**src/rtl/request_encoder_16to4_pkg.sv**
```systemverilog
// Shared constants for the request encoder: widths and FSM state encodings.
package request_encoder_16to4_pkg;

    localparam int unsigned N_REQ  = 16;
    localparam int unsigned CODE_W = 4;

    localparam logic [0:0] ST_IDLE  = 1'b0;
    localparam logic [0:0] ST_GRANT = 1'b1;

endpackage

```
**src/rtl/request_encoder_16to4_lsb_priority_encoder16.sv**
```systemverilog
// Combinational lowest-set-index search over a 16-bit vector.
module lsb_priority_encoder16 (
    input  logic [15:0] i_vec,
    output logic [3:0]  o_index,
    output logic        o_any
);
    import request_encoder_16to4_pkg::*;

    always_comb begin
        o_index = '0;
        o_any   = |i_vec;
        // Walk from the top so the lowest set bit is the last one written.
        for (int i = 15; i >= 0; i--) begin
            if (i_vec[i]) begin
                o_index = CODE_W'(i);
            end
        end
    end

endmodule

```
**src/rtl/request_encoder_16to4.sv**
```systemverilog
// Captures request pulses into a pending set and grants them one at a time,
// lowest index first, holding each code until the consumer acknowledges it.
module request_encoder_16to4 #(
    parameter int unsigned N_REQ  = request_encoder_16to4_pkg::N_REQ,
    parameter int unsigned CODE_W = request_encoder_16to4_pkg::CODE_W
) (
    input  logic              clk,
    input  logic              rst,
    input  logic [N_REQ-1:0]  i_req,
    input  logic              i_ack,
    output logic [CODE_W-1:0] o_code,
    output logic              o_valid,
    output logic [N_REQ-1:0]  o_pending,
    output logic              o_busy
);
    import request_encoder_16to4_pkg::*;

    logic [0:0]        r_state;
    logic [0:0]        w_state_d;
    logic [CODE_W-1:0] r_code;
    logic [CODE_W-1:0] w_code_d;
    logic              r_valid;
    logic              w_valid_d;
    logic [N_REQ-1:0]  r_pending;
    logic [N_REQ-1:0]  w_pending_d;
    logic [N_REQ-1:0]  w_clr;
    logic [CODE_W-1:0] w_index;
    logic              w_any;

    lsb_priority_encoder16 u_lsb_enc (
        .i_vec   (r_pending),
        .o_index (w_index),
        .o_any   (w_any)
    );

    // A new request on the bit being cleared wins, so it stays pending.
    always_comb begin
        w_clr = '0;
        if (r_valid && i_ack) begin
            w_clr = N_REQ'(1) << r_code;
        end
        w_pending_d = (r_pending & ~w_clr) | i_req;
    end

    always_comb begin
        w_state_d = r_state;
        w_code_d  = r_code;
        w_valid_d = r_valid;
        case (r_state)
            ST_IDLE: begin
                if (w_any) begin
                    w_code_d  = w_index;
                    w_valid_d = 1'b1;
                    w_state_d = ST_GRANT;
                end
            end
            ST_GRANT: begin
                if (i_ack) begin
                    w_valid_d = 1'b0;
                    w_state_d = ST_IDLE;
                end
            end
            default: begin
                w_valid_d = 1'b0;
                w_state_d = ST_IDLE;
            end
        endcase
    end

    always_ff @(posedge clk or posedge rst) begin
        if (rst) begin
            r_state   <= ST_IDLE;
            r_code    <= '0;
            r_valid   <= 1'b0;
            r_pending <= '0;
        end else begin
            r_state   <= w_state_d;
            r_code    <= w_code_d;
            r_valid   <= w_valid_d;
            r_pending <= w_pending_d;
        end
    end

    assign o_code    = r_code;
    assign o_valid   = r_valid;
    assign o_pending = r_pending;
    assign o_busy    = r_valid | (|r_pending);

endmodule
```
**config.mk**
```make
export PLATFORM = sky130hd
export DESIGN_NAME = request_encoder_16to4
export DESIGN_NICKNAME = d
export VERILOG_FILES = /design/src/rtl/request_encoder_16to4_pkg.sv /design/src/rtl/request_encoder_16to4_lsb_priority_encoder16.sv /design/src/rtl/request_encoder_16to4.sv
export SDC_FILE = /design/constraint.sdc
export NUM_CORES = 1
export LEC_CHECK = 0
export ABC_AREA = 1
export CORE_UTILIZATION = 30
export DETAILED_ROUTE_END_ITERATION = 12
export PLACE_DENSITY = 0.66
export SLEW_MARGIN = 25
export SYNTH_ARGS = -nofsm -noshare
export SYNTH_HDL_FRONTEND = slang
export SYNTH_SLANG_ARGS = --single-unit
```
**constraint.sdc**
```tcl
create_clock -name clk -period 4 [get_ports clk]
set_input_delay 0.4 -clock clk [delete_from_list [all_inputs] [get_ports clk]]
set_output_delay 0.4 -clock clk [all_outputs]
set_load 0.02 [all_outputs]
```
==> results of run 1 <==
report_power, final:
group	total, mW	leakage, nW	switching (mW)	internal (mW)
logic	0.0618	0.513	0.0294	0.0324
clock network	0.160	0.0288	0.0723	0.0877
registers	0.236	0.218	0.00745	0.228
total	0.457	0.759	0.109	0.348
worst register-to-register path, stage by stage, from the launching register on:
cell and delay, ps:
dfrtp_1 410, nor4_1 440, nand2_1 200, nor2_4 150, nor2_2 70, inv_2 80
nor3_1 50, nand2_1 60, o21ai_1 60
registers in the layout (all words and copies together), names as in the netlist:
| name | count |
|---|---|
| r_state | 1 |
| o_pending | 16 |
| o_code | 4 |
| o_valid | 1 |
worst paths after layout:
kind / startpoint / endpoint / slack (ps)
min reg2reg: o_pending[14]$_DFF_PP0_ / o_pending[14]$_DFF_PP0_ / 560
min: o_pending[14]$_DFF_PP0_ / o_pending[14]$_DFF_PP0_ / 560
max reg2reg: o_pending[6]$_DFF_PP0_ / o_code[1]$_DFFE_PP0P_ / 2380
max: o_pending[6]$_DFF_PP0_ / o_busy / 1550
min in group asynchronous: rst / o_pending[1]$_DFF_PP0_ / 620
max in group asynchronous: rst / o_pending[13]$_DFF_PP0_ / 2840
stage by stage:
step                      hold slack, ps  utilization (%)  power (mW)  cells
final                                558             47.1       0.457    226
after floorplan                      389                -       0.267    137
after global routing                 600             47.1       0.481    226
after detailed placement             553             45.5       0.302    222
after CTS                            564             47.1       0.465    226
after global placement               539             45.5       0.302    222
layout by cell type, fill, tap and decap left out:
cell type,netlist,final
nor3_2,1,1
or2_2,1,1
nand2_2,1,1
nor2_4,1,1
a21oi_1,4,4
o21ai_1,1,1
nor4_1,2,2
nor3_1,1,1
inv_2,1,1
dfrtp_1,22,22
inv_1,25,25
nor4_4,1,1
clkbuf_8,0,4
nor2_1,15,15
nand2_1,25,25
nor2_2,1,1
o21ai_0,4,4
nand3_1,15,15
or2_1,1,1
o21bai_1,14,14
clkdlybuf4s50_1,0,40
area by class of cell:
cell class	count	area [sq um]	area share, %
flip-flops and latches	22	551	34.0
repair buffers	40	400	24.7
well taps	46	57.6	3.55
clock buffers	4	55.1	3.40
inverters	26	97.6	6.02
multi-input cells	88	460	28.4
kinds of logic after synthesis:
family,Yosys count,synth area share [%]
buffers and inverters,27,9.11
AND/OR/NAND/NOR,65,27.9
AO/OA/AOI/OAI,23,13.5
flip-flops,22,49.5
metal layers:
| layer | vias up | GRT usage, % | part of all wire (%) |
|---|---|---|---|
| li1 | 517 | - | - |
| met1 | 444 | 20.7 | 48 |
| met2 | 41 | 23.5 | 45 |
| met3 | 4 | 3.65 | 5.4 |
| met4 | 0 | 6.40 | 1.3 |
| met5 | - | 0 | 0 |
Yosys cell counts:
master	count	area (sq um)
nor2_1	15	56.3
nor3_2	1	10.0
o21ai_1	1	5.00
o21ai_0	4	20.0
nor4_4	1	21.3
nand2_2	1	6.26
nand2_1	25	93.8
o21bai_1	14	105
a21oi_1	4	20.0
nand3_1	15	75.1
nor4_1	2	12.5
inv_2	1	3.75
or2_2	1	6.26
dfrtp_1	22	551
clkbuf_1	1	3.75
or2_1	1	6.26
nor3_1	1	5.00
nor2_4	1	11.3
nor2_2	1	6.26
inv_1	25	93.8
==> results.txt, run 1 <==
Critical Path AT: 2050 ps
post-cts hold buffer count: 0
final net count: 200
initial antenna violation count: 0
WP data required: 3600 ps
# diodes: 0
CTS Root Cell: clkbuf_8
largest net degree at the start of global routing: 23
H-tree levels: 1
fin area: 0.00162 sq mm
DR iter-0 viols: 54
fill count: 327
RSZ-0062 raised after global routing: false
Syn Inst Count: 137
post-CTS setup buffers: 0
Worst path max stage delay: 530 ps
fin crit share: 61.3%
vias in the first global route: 1,009
CP max-delay cell: clkdlybuf4s50_1
clk buf depth: 2
# clock sinks: 22
top fanout value on the critical path: 3
cell family with most CP delay: simple AND/OR/NAND/NOR gates
FF-to-FF path depth: 8
Mapped Area: 0.00111 sq mm
Post-Place Worst Slack: 1890 ps
Pwr per Cell Area: 282 mW/mm^2
Total Wirelength: 2820 microns
fin. max-slew vios: 0
Rows: 21
Die ar.: 0.00396 sq mm
Initial Util: 32.3%
drt wl/cell: 12.5 microns
clock slew at reported path FFs: 80 ps
maximum vdd ir drop: 0.0000958 V
yosys warns: 0
global-route wire length before repair: 4690 microns
Slew @ Worst Pin: 880 ps
CTS tree: done
shortest period the worst path allows: 2450 ps
total negative setup slack: 0 ps
sequential share of the synthesized area: 49.5%
Worst Path Class, Setup: flip-flop to output port
cell leakage power: 0.759 nW
Placed Area: 0.00157 sq mm
Min-Delay Path Class: flip-flop to flip-flop
Critical path buffers and inverters: 1
FMAX: 0.408 GHz
syn avg cell area: 8.12 sq um
core area: 0.00344 sq mm
total CTS buffers: 3
share of cells above drive strength 1: 6.11%
post-cts sizing count: 0
io pins: 41
run status: complete, no violations
Final Setup Violations: 0
number of stages on the worst setup path: 5
DRC viols: 0
worst-path cell chain: nor4_1 -> nand2_1 -> nor2_4 -> nand2_1 -> clkdlybuf4s50_1
synthesis-stage register bit count: 22
Fin Clk Skew: 2.03 ps
Pre-antenna DRT Iters: 4
Vias: 1,006
MaxCap Viol Count: 0
final RePlAce weighted congestion: 0.810
library cells used by synthesis: 20
Die W: 62.9 microns
Worst Setup Slack, final: 1550 ps
Die Ht: 62.9 microns
syn_nets: 156
Crit. End Element: output port
GR Overflow Total: 0
total track usage: 15.4%
Skew-Pair Late Insertion Delay: 260 ps
Startpoint Class: flip-flop
Final Hold Viols: 0
PortBufs: 40
CP dominant cell by count: nand2_1
Area growth, synth to finish: 45.8%
Rel. slew slack: 41.3%
antenna-violating nets left: 0
Vias/cell: 4.45
hold-critical path depth: 2
Post-DP HPWL: 2180 microns
Note: power is estimated with default switching activity, not from simulation.
==> run 2: changes to the inputs <==
clock period = 2.4 ns   (was 4 ns; I/O delays follow)
==> results of run 2 <==
The final DEF is identical to that of run 1. Status: complete, no violations.
Among the figures that moved: setup slack after placement 1890 ps -> 454 ps; setup slack after layout 1550 ps -> 108 ps; hold slack 558 ps -> 459 ps; register-to-register setup slack 2380 ps -> 780 ps; total power 0.457 mW -> 0.762 mW; worst IR drop on VDD 0.0000958 V -> 0.000160 V
==> run 3: changes to the inputs <==
CORE_UTILIZATION = 43   (was 30)
PLACE_DENSITY = 0.86   (was 0.66)
==> run 3 against run 2 <==
  * Wire length is 2.3% lower
  * Register-to-register slack better by 50 ps
  * Via count up 6.3%
  * Worst setup slack better by 26 ps
==> results.txt, run 3 (synthesis results as in run 1) <==
run status: complete, no violations
Pwr per Cell Area: 419 mW/mm^2
MaxCap Viol Count: 0 (unchanged)
worst-path cell chain: or2_1 -> nor3_2 -> nand2_2 -> nor2_4 -> nand2_1 -> clkdlybuf4s50_1
# diodes: 0 (unchanged)
FF-to-FF path depth: 9 (+1)
vias in the first global route: 1,059 (+5.0%)
clk buf depth: 2 (unchanged)
commonest non-fill, non-tap cell in the layout: clkdlybuf4s50_1
max reg flops: 16 (unchanged)
Rel. slew slack: 44.7% (+3.4 points)
fill count: 206 (-37%)
Final Setup Violations: 0 (unchanged)
Pre-antenna DRT Iters: 6 (+2)
most frequent cells in the layout: 40 x clkdlybuf4s50_1, 25 x inv_1, 25 x nand2_1
Critical path buffers and inverters: 1 (unchanged)
Die Ht: 52.9 microns (-16%)
GR Overflow Total: 0 (unchanged)
share of cells above drive strength 1: 6.15% (+0.034 points)
top fanout value on the critical path: 3 (unchanged)
total negative setup slack: 0 ps (unchanged)
Final Hold Viols: 0 (unchanged)
H-tree levels: 1 (unchanged)
shortest period the worst path allows: 2270 ps
Worst path max stage delay: 530 ps (about the same)
RSZ-0062 raised after global routing: false
Vias/cell: 5.11 (+15%)
final RePlAce weighted congestion: 0.837 (+3.4%)
Die ar.: 0.00279 sq mm (-29%)
fin crit share: 94.4%
RR Startpoint: o_pending[14]$_DFF_PP0_
Post-Place Worst Slack: 454 ps
Initial Util: 45.3% (+13 points)
Startpoint Class: flip-flop
Fin Clk Skew: 1.06 ps (-0.970 ps)
CTS Root Cell: clkbuf_4
Rows: 18 (-14%)
initial antenna violation count: 0 (unchanged)
total CTS buffers: 3 (unchanged)
Worst Path Class, Setup: flip-flop to output port
global-route wire length before repair: 4430 microns (-5.5%)
antenna-violating nets left: 0 (unchanged)
CTS tree: done
Die W: 52.9 microns (-16%)
Skew-Pair Late Insertion Delay: 300 ps (+40 ps)
Vias: 1,069 (+6.3%)
Slew @ Worst Pin: 829 ps (-50.9 ps)
fin. max-slew vios: 0 (unchanged)
cell leakage power: 0.744 nW (-2.0%)
WP data required: 2160 ps
Min-Delay Path Class: input pin to asynchronous set/reset pin
Post-DP HPWL: 2180 microns (about the same)
Area growth, synth to finish: 41.6%
post-cts hold buffer count: 0 (unchanged)
Critical Path AT: 2030 ps (-20 ps)
drt wl/cell: 13.2 microns (+5.7%)
DRC viols: 0 (unchanged)
CP max-delay cell: clkdlybuf4s50_1
io pins: 41 (unchanged)
# clock sinks: 22 (unchanged)
DR iter-0 viols: 43 (-20%)
core area: 0.00245 sq mm (-29%)
Worst Setup SP: o_pending[14]$_DFF_PP0_
PortBufs: 40 (unchanged)
number of stages on the worst setup path: 6 (+1)
FMAX: 0.441 GHz
largest net degree at the start of global routing: 23 (unchanged)
total power: 661 uW
maximum vdd ir drop: 0.000370 V
cell family with most CP delay: simple AND/OR/NAND/NOR gates
clock slew at reported path FFs: 110 ps (+30 ps)
Total Wirelength: 2760 microns (-2.3%)
total track usage: 22.0% (+6.6 points)
final net count: 200 (unchanged)
Worst Setup Slack, final: 134 ps
Crit. End Element: output port
run 3: per-layer routing:
metal	share of wire, %	wire length [microns]	track usage [%]	vias up
li1	-	-	-	522
met5	0	0	0	-
met2	49	1370	39.7	51
met1	41	1140	25.1	487
met4	1.9	52	8.33	0
met3	7.4	204	4.60	9
run 3: where the power goes:
| part | internal [mW] | switching, mW |
|---|---|---|
| Combinational | 0.0539 | 0.0485 |
| Clock | 0.0586 | 0.105 |
| Sequential | 0.381 | 0.0138 |
run 3: layout make-up:
cell class,instances,area (sq um),share of cell area [%]
Multi-Input combinational cell,88,467,29.6
Inverter,26,97.6,6.20
Tap cell,30,37.5,2.38
Timing Repair Buffer,40,400,25.4
Sequential cell,22,551,34.9
Clock buffer,3,22.5,1.43
run 3: through the flow:
stage	utilization (%)	hold slack (ps)	cells	area (sq um)
floorplan	-	229	137	1110
detailed placement	63.0	545	206	1550
global placement	63.0	531	206	1550
global route	64.2	458	209	1580
finish	64.2	386	209	1580
CTS	63.9	424	209	1570
run 3: what timing repair did:
action	4_1_cts	5_1_grt
setup buffers	0	0
gates resized for setup	0	1
endpoints found under the setup margin	0	1
run 3: worst paths after layout:
kind	end	slack, ps
hold reg to reg	o_pending[15]$_DFF_PP0_	570
hold / removal	o_pending[9]$_DFF_PP0_	390
min in group clk	o_pending[15]$_DFF_PP0_	450
max in group asynchronous	o_code[2]$_DFFE_PP0P_	1500
setup / recovery	o_busy	130
setup reg to reg	o_code[1]$_DFFE_PP0P_	830
